<file path="src/rtl/clock_period_meter.sv">
// clock_period_meter: measures period and high time of sigin in inclk cycles
// Ports:
//   inclk     - sole clock, all state on its rising edge
//   reset     - asynchronous active-high reset
//   sigin     - clock-like signal under measurement
//   clear     - synchronous re-arm, discards any partial measurement
//   period    - last completed period, rising edge to rising edge
//   high_time - inclk samples with sigin high within that period
//   valid     - one-cycle pulse when period/high_time update
//   stalled   - high while no rising edge seen for TIMEOUT_CYCLES
// Build option: define CLOCK_PERIOD_METER_SYNC_EN to pass sigin through a
// two-flop synchronizer (2 extra cycles of latency, same period values).
module clock_period_meter #(
    parameter logic [31:0] TIMEOUT_CYCLES = 32'd1_000_000
) (
    input  logic        inclk,
    input  logic        reset,
    input  logic        sigin,
    input  logic        clear,
    output logic [31:0] period,
    output logic [31:0] high_time,
    output logic        valid,
    output logic        stalled
);
    typedef enum logic [1:0] {ARM, MEASURE, STALLED} state_t;
    state_t      state_q, state_d;
    logic [31:0] cnt_q, cnt_d, hcnt_q, hcnt_d;
    logic [31:0] period_q, period_d, high_q, high_d;
    logic        valid_q, valid_d, stalled_q, stalled_d;
    logic        sig_s, sig_dly_q, rise;
`ifdef CLOCK_PERIOD_METER_SYNC_EN
    logic [1:0] sync_q;
    always_ff @(posedge inclk or posedge reset) begin
        if (reset) sync_q <= '0;
        else       sync_q <= {sync_q[0], sigin};
    end
    assign sig_s = sync_q[1];
`else
    assign sig_s = sigin;
`endif
    assign rise = sig_s & ~sig_dly_q;
    always_comb begin
        state_d   = state_q;
        cnt_d     = cnt_q;
        hcnt_d    = hcnt_q;
        period_d  = period_q;
        high_d    = high_q;
        valid_d   = 1'b0;
        stalled_d = stalled_q;
        if (clear) begin
            state_d   = ARM;
            cnt_d     = '0;
            hcnt_d    = '0;
            period_d  = '0;
            high_d    = '0;
            stalled_d = 1'b0;
        end else begin
            case (state_q)
                ARM: begin
                    cnt_d  = rise ? 32'd1 : '0;
                    hcnt_d = rise ? 32'd1 : '0;
                    state_d = rise ? MEASURE : ARM;
                end
                MEASURE: begin
                    if (rise) begin
                        period_d = cnt_q;
                        high_d   = hcnt_q;
                        valid_d  = 1'b1;
                        cnt_d    = 32'd1;
                        hcnt_d   = 32'd1;
                    end else if (cnt_q == TIMEOUT_CYCLES) begin
                        // counters freeze here; the next rise reloads them
                        state_d   = STALLED;
                        stalled_d = 1'b1;
                    end else begin
                        cnt_d  = cnt_q + 32'd1;
                        hcnt_d = hcnt_q + {31'd0, sig_s};
                    end
                end
                STALLED: begin
                    if (rise) begin
                        state_d   = MEASURE;
                        cnt_d     = 32'd1;
                        hcnt_d    = 32'd1;
                        stalled_d = 1'b0;
                    end
                end
                default: state_d = ARM;
            endcase
        end
    end
    always_ff @(posedge inclk or posedge reset) begin
        if (reset) begin
            state_q   <= ARM;
            cnt_q     <= '0;
            hcnt_q    <= '0;
            period_q  <= '0;
            high_q    <= '0;
            valid_q   <= 1'b0;
            stalled_q <= 1'b0;
            sig_dly_q <= 1'b0;
        end else begin
            state_q   <= state_d;
            cnt_q     <= cnt_d;
            hcnt_q    <= hcnt_d;
            period_q  <= period_d;
            high_q    <= high_d;
            valid_q   <= valid_d;
            stalled_q <= stalled_d;
            sig_dly_q <= sig_s;
        end
    end
    assign period    = period_q;
    assign high_time = high_q;
    assign valid     = valid_q;
    assign stalled   = stalled_q;
endmodule

</file>
<file path="config.mk">
export PLATFORM = sky130hd
export DESIGN_NAME = clock_period_meter
export DESIGN_NICKNAME = d
export VERILOG_FILES = /design/src/rtl/clock_period_meter.sv
export SDC_FILE = /design/constraint.sdc
export NUM_CORES = 1
export LEC_CHECK = 0
export BUFFER_PORTS_ARGS = -buffer_cell sky130_fd_sc_hd__clkbuf_2
export CORE_UTILIZATION = 50
export CTS_BUF_LIST = sky130_fd_sc_hd__clkbuf_8 sky130_fd_sc_hd__clkbuf_16
export DETAILED_ROUTE_END_ITERATION = 8
export PLACE_DENSITY = 0.73
export SLEW_MARGIN = 20
export SYNTH_ARGS = -nofsm -noshare
export SYNTH_HDL_FRONTEND = slang
export SYNTH_SLANG_ARGS = --single-unit
</file>
<file path="constraint.sdc">
create_clock -name inclk -period 3.7 [get_ports inclk]
set_input_delay 0.185 -clock inclk [delete_from_list [all_inputs] [get_ports inclk]]
set_output_delay 0.185 -clock inclk [all_outputs]
set_load 0.02 [all_outputs]
</file>
==> results of run 1 <==
cell usage in the layout, fill, tap and decap left out, types with 21 or more instances in the layout:
| cell type | n |
|---|---|
| clkbuf_2 | 69 |
| or4_1 | 38 |
| nand3_1 | 28 |
| o31ai_1 | 40 |
| nand2_1 | 25 |
| a22o_1 | 64 |
| nor2_1 | 28 |
| a21oi_1 | 46 |
| dfrtp_1 | 133 |
| nand4_1 | 21 |
what timing repair did:
item / in CTS / in global routing
endpoints found under the setup margin: 0 / 0
hold buffers: 2 / 0
hold endpoints to repair: 16 / 0
stage by stage:
stage | total power (W) | cells
floorplan | 0.001626 | 583
global placement | 0.001674 | 783
detailed placement | 0.001680 | 783
CTS | 0.003257 | 817
global route | 0.003336 | 817
finish | 0.003239 | 817
final cells by class:
cell class | count | area [sq um]
Inverter | 14 | 56.30
Fill cell | 989 | 4776
Tap cell | 168 | 210.2
Timing Repair Buffer | 79 | 450.4
Clock inverter | 10 | 67.56
Sequential cell | 133 | 3328
Clock buffer | 22 | 494.2
Multi-Input combinational cell | 391 | 2679
metal layers:
metal | vias up | routed length (microns) | GRT usage
met3 | 25 | 771 | 0.05845
met1 | 2521 | 6501 | 0.3241
met4 | 0 | 243 | 0.09912
met2 | 163 | 6612 | 0.3545
met5 | - | 0 | 0
li1 | 2344 | - | -
power by group:
| group | internal (W) | switching [W] | total, W |
|---|---|---|---|
| sequential | 0.00146 | 0.00000825 | 0.00147 |
| clock | 0.000992 | 0.000590 | 0.00158 |
| combinational | 0.0000443 | 0.000142 | 0.000186 |
cells in the mapped netlist (6+ instances only):
master	count
nor4_1	8
o31ai_1	40
clkbuf_1	29
xnor2_1	9
or3_1	8
o21ai_0	13
xor2_1	7
and4_1	6
a22o_1	64
nand4_1	21
dfrtp_1	133
inv_1	13
buf_2	9
nand3_1	28
nand2_1	25
and3_1	7
a21oi_1	48
or4_1	38
nor2_1	28
ha_1	8
flip-flops by register name, summed over array words and instances (netlist names):
signal,count
valid,1
stalled,1
state_q,2
period,32
sig_dly_q,1
cnt_q,32
high_time,32
hcnt_q,32
path summary, 6_finish.rpt:
kind,startpoint,end,cells past startpoint
worst max-delay path,state_q[1]$_DFFE_PP0P_,hcnt_q[20]$_DFFE_PP0P_,7
worst min-delay path,clear,stalled$_DFFE_PP0P_,2
min in group asynchronous,reset,hcnt_q[0]$_DFFE_PP0P_,3
worst min register to register,high_time[22]$_DFFE_PP0P_,high_time[22]$_DFFE_PP0P_,1
max in group asynchronous,reset,cnt_q[29]$_DFFE_PP0P_,4
worst max register to register,state_q[1]$_DFFE_PP0P_,hcnt_q[20]$_DFFE_PP0P_,7
kinds of logic (layout without fill, tap and decap cells):
family,count (synthesis),count (layout),synth area share
buffers and inverters,59,125,0.04098
xor gates and xnor gates,16,16,0.02250
AOI/OAI and AO/OA,174,174,0.2007
and+or+nand+nor,190,190,0.1804
muxes,3,3,0.005022
adders and majority gates,8,8,0.01607
DFF,133,133,0.5344
==> impl_metrics.ini, run 1 <==
[outcome]
outcome = finished, final reports clean

[critical_path]
critPathKind = reg2reg
start_kind = register
critPathMaxStageDelay_ps = 760
rrSetupSlack_ps = 730
worst_path_max_delay_cell = or4b_4
crit_arrival_ps = 3310
worstPathCellList = inv_1, ha_1, nor4_1, a31o_4, or4b_4, or4_1, a21oi_1
critPathCaptureType = register
path_max_fanout = 36
crit_buf_inv = 1
crit_family = simple AND/OR/NAND/NOR gates
cp.required_ps = 4040

[sta]
fin_hold_ws_ps = 69.17
final.setup.tns_ps = 0
hold_viol = 0
slew_headroom = 0.4459
finalClockSkew_ps = 5.311
slew_violations = 0
setup_ws_ps = 731.0
fin_crit_ps = 2969
setup_viol = 0
worst_slew_pin_slew_ps = 829.3
rsz0062_at_grt = no
fin_crit_sh = 0.8024
fmax_mhz = 336.8

[floorplanning]
fp-row-count = 40
die_h_microns = 113.6
design.core.area_sq_um = 12060
die_area_sq_um = 12910
io_pins = 70
die_w_microns = 113.6
start_util = 0.5164

[synth]
synth_flop_cell = dfrtp_1
synth_top_area_share = 0.5344
ys_ff_latch = 133
synth_warnings = 0
ys_seq_area_frac = 0.5344
synth_edf_count = 0
netlist_instances = 583
synthTopCellsByArea = dfrtp_1 (53%), a22o_1 (9.0%), o31ai_1 (4.8%)
async_reset_ff_frac = 1.000
syn_nets = 595
post-synth-top-area-cell = dfrtp_1
netlist_area_sq_um = 6228
ys_types = 44
avgSynthCellArea_sq_um = 10.68

[drt]
vias = 5053
drt-initial-drc-count = 372
wire_per_inst_microns = 17.29
routed_via_density = 6.185
dr.pass1.iters = 5
drcViolationCount = 0
routed_wl_microns = 14130
ant_nets = 0

[pwr]
ir_drop_mv = 0.2544
p_per_area_nw_per_um2 = 444.6
p_leak_nw = 3.128

[clock_tree]
clk-insertion-delay-late_ps = 420
postCtsResizedCells = 0
cts_buffers = 17
clk_pin_slew_ps = 50
cts_setup_buffers = 0
numClockSinks = 133
cts_tree = done
clock_path_buffers = 2
cts-root-buf = clkbuf_16
htreeDepth = 4

[global_route]
grt_pass1_vias = 4843
grt_antenna_before_repair = 0
grt_overflow_total = 0
grt_pass1_wl_microns = 23820
grt_max_degree = 71
grt_usage = 0.2349

[placed_design]
place_congestion = 0.8944
place_ws_ps = 789.9
dp_hpwl_microns = 9036
post_dp_cell_area_sq_um = 6700
io_buffers = 69

[final_layout]
num_antenna_cells = 0
fin_nets = 648
syn_to_final_growth_pct = 16.97
final_area_sq_um = 7286
drive_above_1_share = 0.1757
post-route-util = 0.6040

[flow_run]
drv_cap = 0

[hold_path]
hp-class = in2reg
Power figures use the tool's default switching activity.
==> inputs of run 2 (changes only) <==
==> constraint.sdc (replaced) <==
create_clock -name inclk -period 2.51 [get_ports inclk]
set_input_delay 0.1255 -clock inclk [delete_from_list [all_inputs] [get_ports inclk]]
set_output_delay 0.1255 -clock inclk [all_outputs]
set_load 0.02 [all_outputs]
==> run 2 against run 1 <==
Against the previous run: clock skew grew 1.6 ps; maximum frequency increased by 20%; sequential share of layout area down 1.2 points; routed wire length grew 5.6%; total power increased by 53%; via count increased by 3.4%.
==> impl_metrics.ini, run 2 (synthesized netlist as in run 1, its figures left out) <==
[pwr]
p_per_area_nw_per_um2 = 663.4
ir_drop_mv = 0.3635
p_leak_nw = 3.212

[placed_design]
post_dp_cell_area_sq_um = 6825
place_congestion = 0.8619
io_buffers = 69
dp_hpwl_microns = 9578

[global_route]
grt_usage = 0.2386
grt_max_degree = 68
grt_antenna_before_repair = 0
grt_pass1_vias = 4915
grt_overflow_total = 0
grt_pass1_wl_microns = 24070

[critical_path]
critPathCaptureType = register
cp.required_ps = 2850
critPathMaxStageDelay_ps = 710
r2r_cells = 5
crit_arrival_ps = 2810
critPathKind = reg2reg
start_kind = register
worstPathCellList = and3_1, nand4_1, or4b_4, or4_1, a21oi_1
path_max_fanout = 9
worst_path_max_delay_cell = or4b_4

[floorplanning]
die_area_sq_um = 12910
fp-row-count = 40
design.core.area_sq_um = 12060
io_pins = 70
die_w_microns = 113.6
die_h_microns = 113.6
start_util = 0.5164

[sta]
slew_headroom = 0.5042
hold_viol = 0
fin_crit_sh = 0.9846
setup_viol = 0
fin_hold_ws_ps = 32.84
worst_slew_pin_slew_ps = 742.1
slew_violations = 0
rsz0062_at_grt = no
finalClockSkew_ps = 6.901
final.setup.tns_ps = 0
fmax_mhz = 404.7
fin_crit_ps = 2471

[flow_run]
drv_cap = 0

[clock_tree]
cts-root-buf = clkbuf_16
cts_buffers = 17
numClockSinks = 133
clk_pin_slew_ps = 50
cts_tree = done
htreeDepth = 4
clock_path_buffers = 2
cts_setup_buffers = 0
clk-insertion-delay-late_ps = 420

[drt]
drcViolationCount = 0
wire_per_inst_microns = 17.88
wl_met3_microns = 847
top_layer = met4
routed_via_density = 6.266
drt-initial-drc-count = 399
ant_nets = 0
dr_wl_met2_microns = 7070
routed_wl_microns = 14910
dr.pass1.iters = 5
vias = 5226
wl_met1_microns = 6720

[final_layout]
syn_to_final_growth_pct = 20.13
final_common_cell = dfrtp_1
mostFrequentLayoutCells = dfrtp_1 (133), clkbuf_2 (69), a22o_1 (64)
fillerInstances = 959
fin_nets = 665
final_area_sq_um = 7482
drive_above_1_share = 0.2102
num_antenna_cells = 0

[outcome]
outcome = finished, final reports clean

[hold_path]
hp-class = in2reg
hold-path-cell-count = 2
[run 2: path summary, 6_finish.rpt]
| check | startpoint | endpoint | slack [ps] |
|---|---|---|---|
| min | clear | stalled$_DFFE_PP0P_ | 30 |
| max reg2reg | hcnt_q[1]$_DFFE_PP0P_ | hcnt_q[27]$_DFFE_PP0P_ | 40 |
| min in group asynchronous | reset | hcnt_q[3]$_DFFE_PP0P_ | 360 |
| min reg2reg | high_time[22]$_DFFE_PP0P_ | high_time[22]$_DFFE_PP0P_ | 500 |
| max | hcnt_q[1]$_DFFE_PP0P_ | hcnt_q[27]$_DFFE_PP0P_ | 40 |
| max in group asynchronous | reset | period[27]$_DFFE_PP0P_ | 1410 |
[run 2: power by group]
group,switching [W],internal [W],leakage [nW]
logic,0.000219,0.0000821,1.06
registers,0.0000102,0.00216,1.85
clock network,0.000889,0.00161,0.302
total,0.00112,0.00385,3.21
[run 2: what timing repair did]
action                                  in CTS  in global routing
endpoints found under the setup margin       1                 18
gates cloned                                 0                  2
hold endpoints to repair                    26                  0
pin swaps                                    1                  1
resized for setup                            0                  3
hold buffers                                 2                  0
[run 2: final cells by class]
class                   count  area (sq um)  area share
well taps                 168         210.2     0.02809
repair buffers             94         575.6     0.07692
clock buffers              23         508.0     0.06789
inverters                  14         56.30    0.007525
clock inverters             9         98.84     0.01321
multi-input cells         393          2705      0.3615
flip-flops and latches    133          3328      0.4448
[run 2: metrics by stage]
stage	instances	total power, W	util	setup WS, ps
floorplan	583	0.002397	-	1.280
finish	834	0.004964	0.6203	38.76
CTS	832	0.005002	0.6178	38.38
global route	834	0.005120	0.6203	16.23
detailed placement	798	0.002500	0.5659	27.65
global placement	798	0.002490	0.5659	132.1
[run 2: routing by layer]
metal / GRT usage / vias up
li1: - / 2398
met1: 0.3179 / 2610
met2: 0.3748 / 188
met3: 0.05526 / 30
met4: 0.1035 / 0
met5: 0 / -
[run 2: worst max-delay path: cells and delay by family, from the launching register on]
kind,cells,cell delay (ps)
AND/OR/NAND/NOR,4,1760
flip-flops,1,430
AO/OA/AOI/OAI,1,190
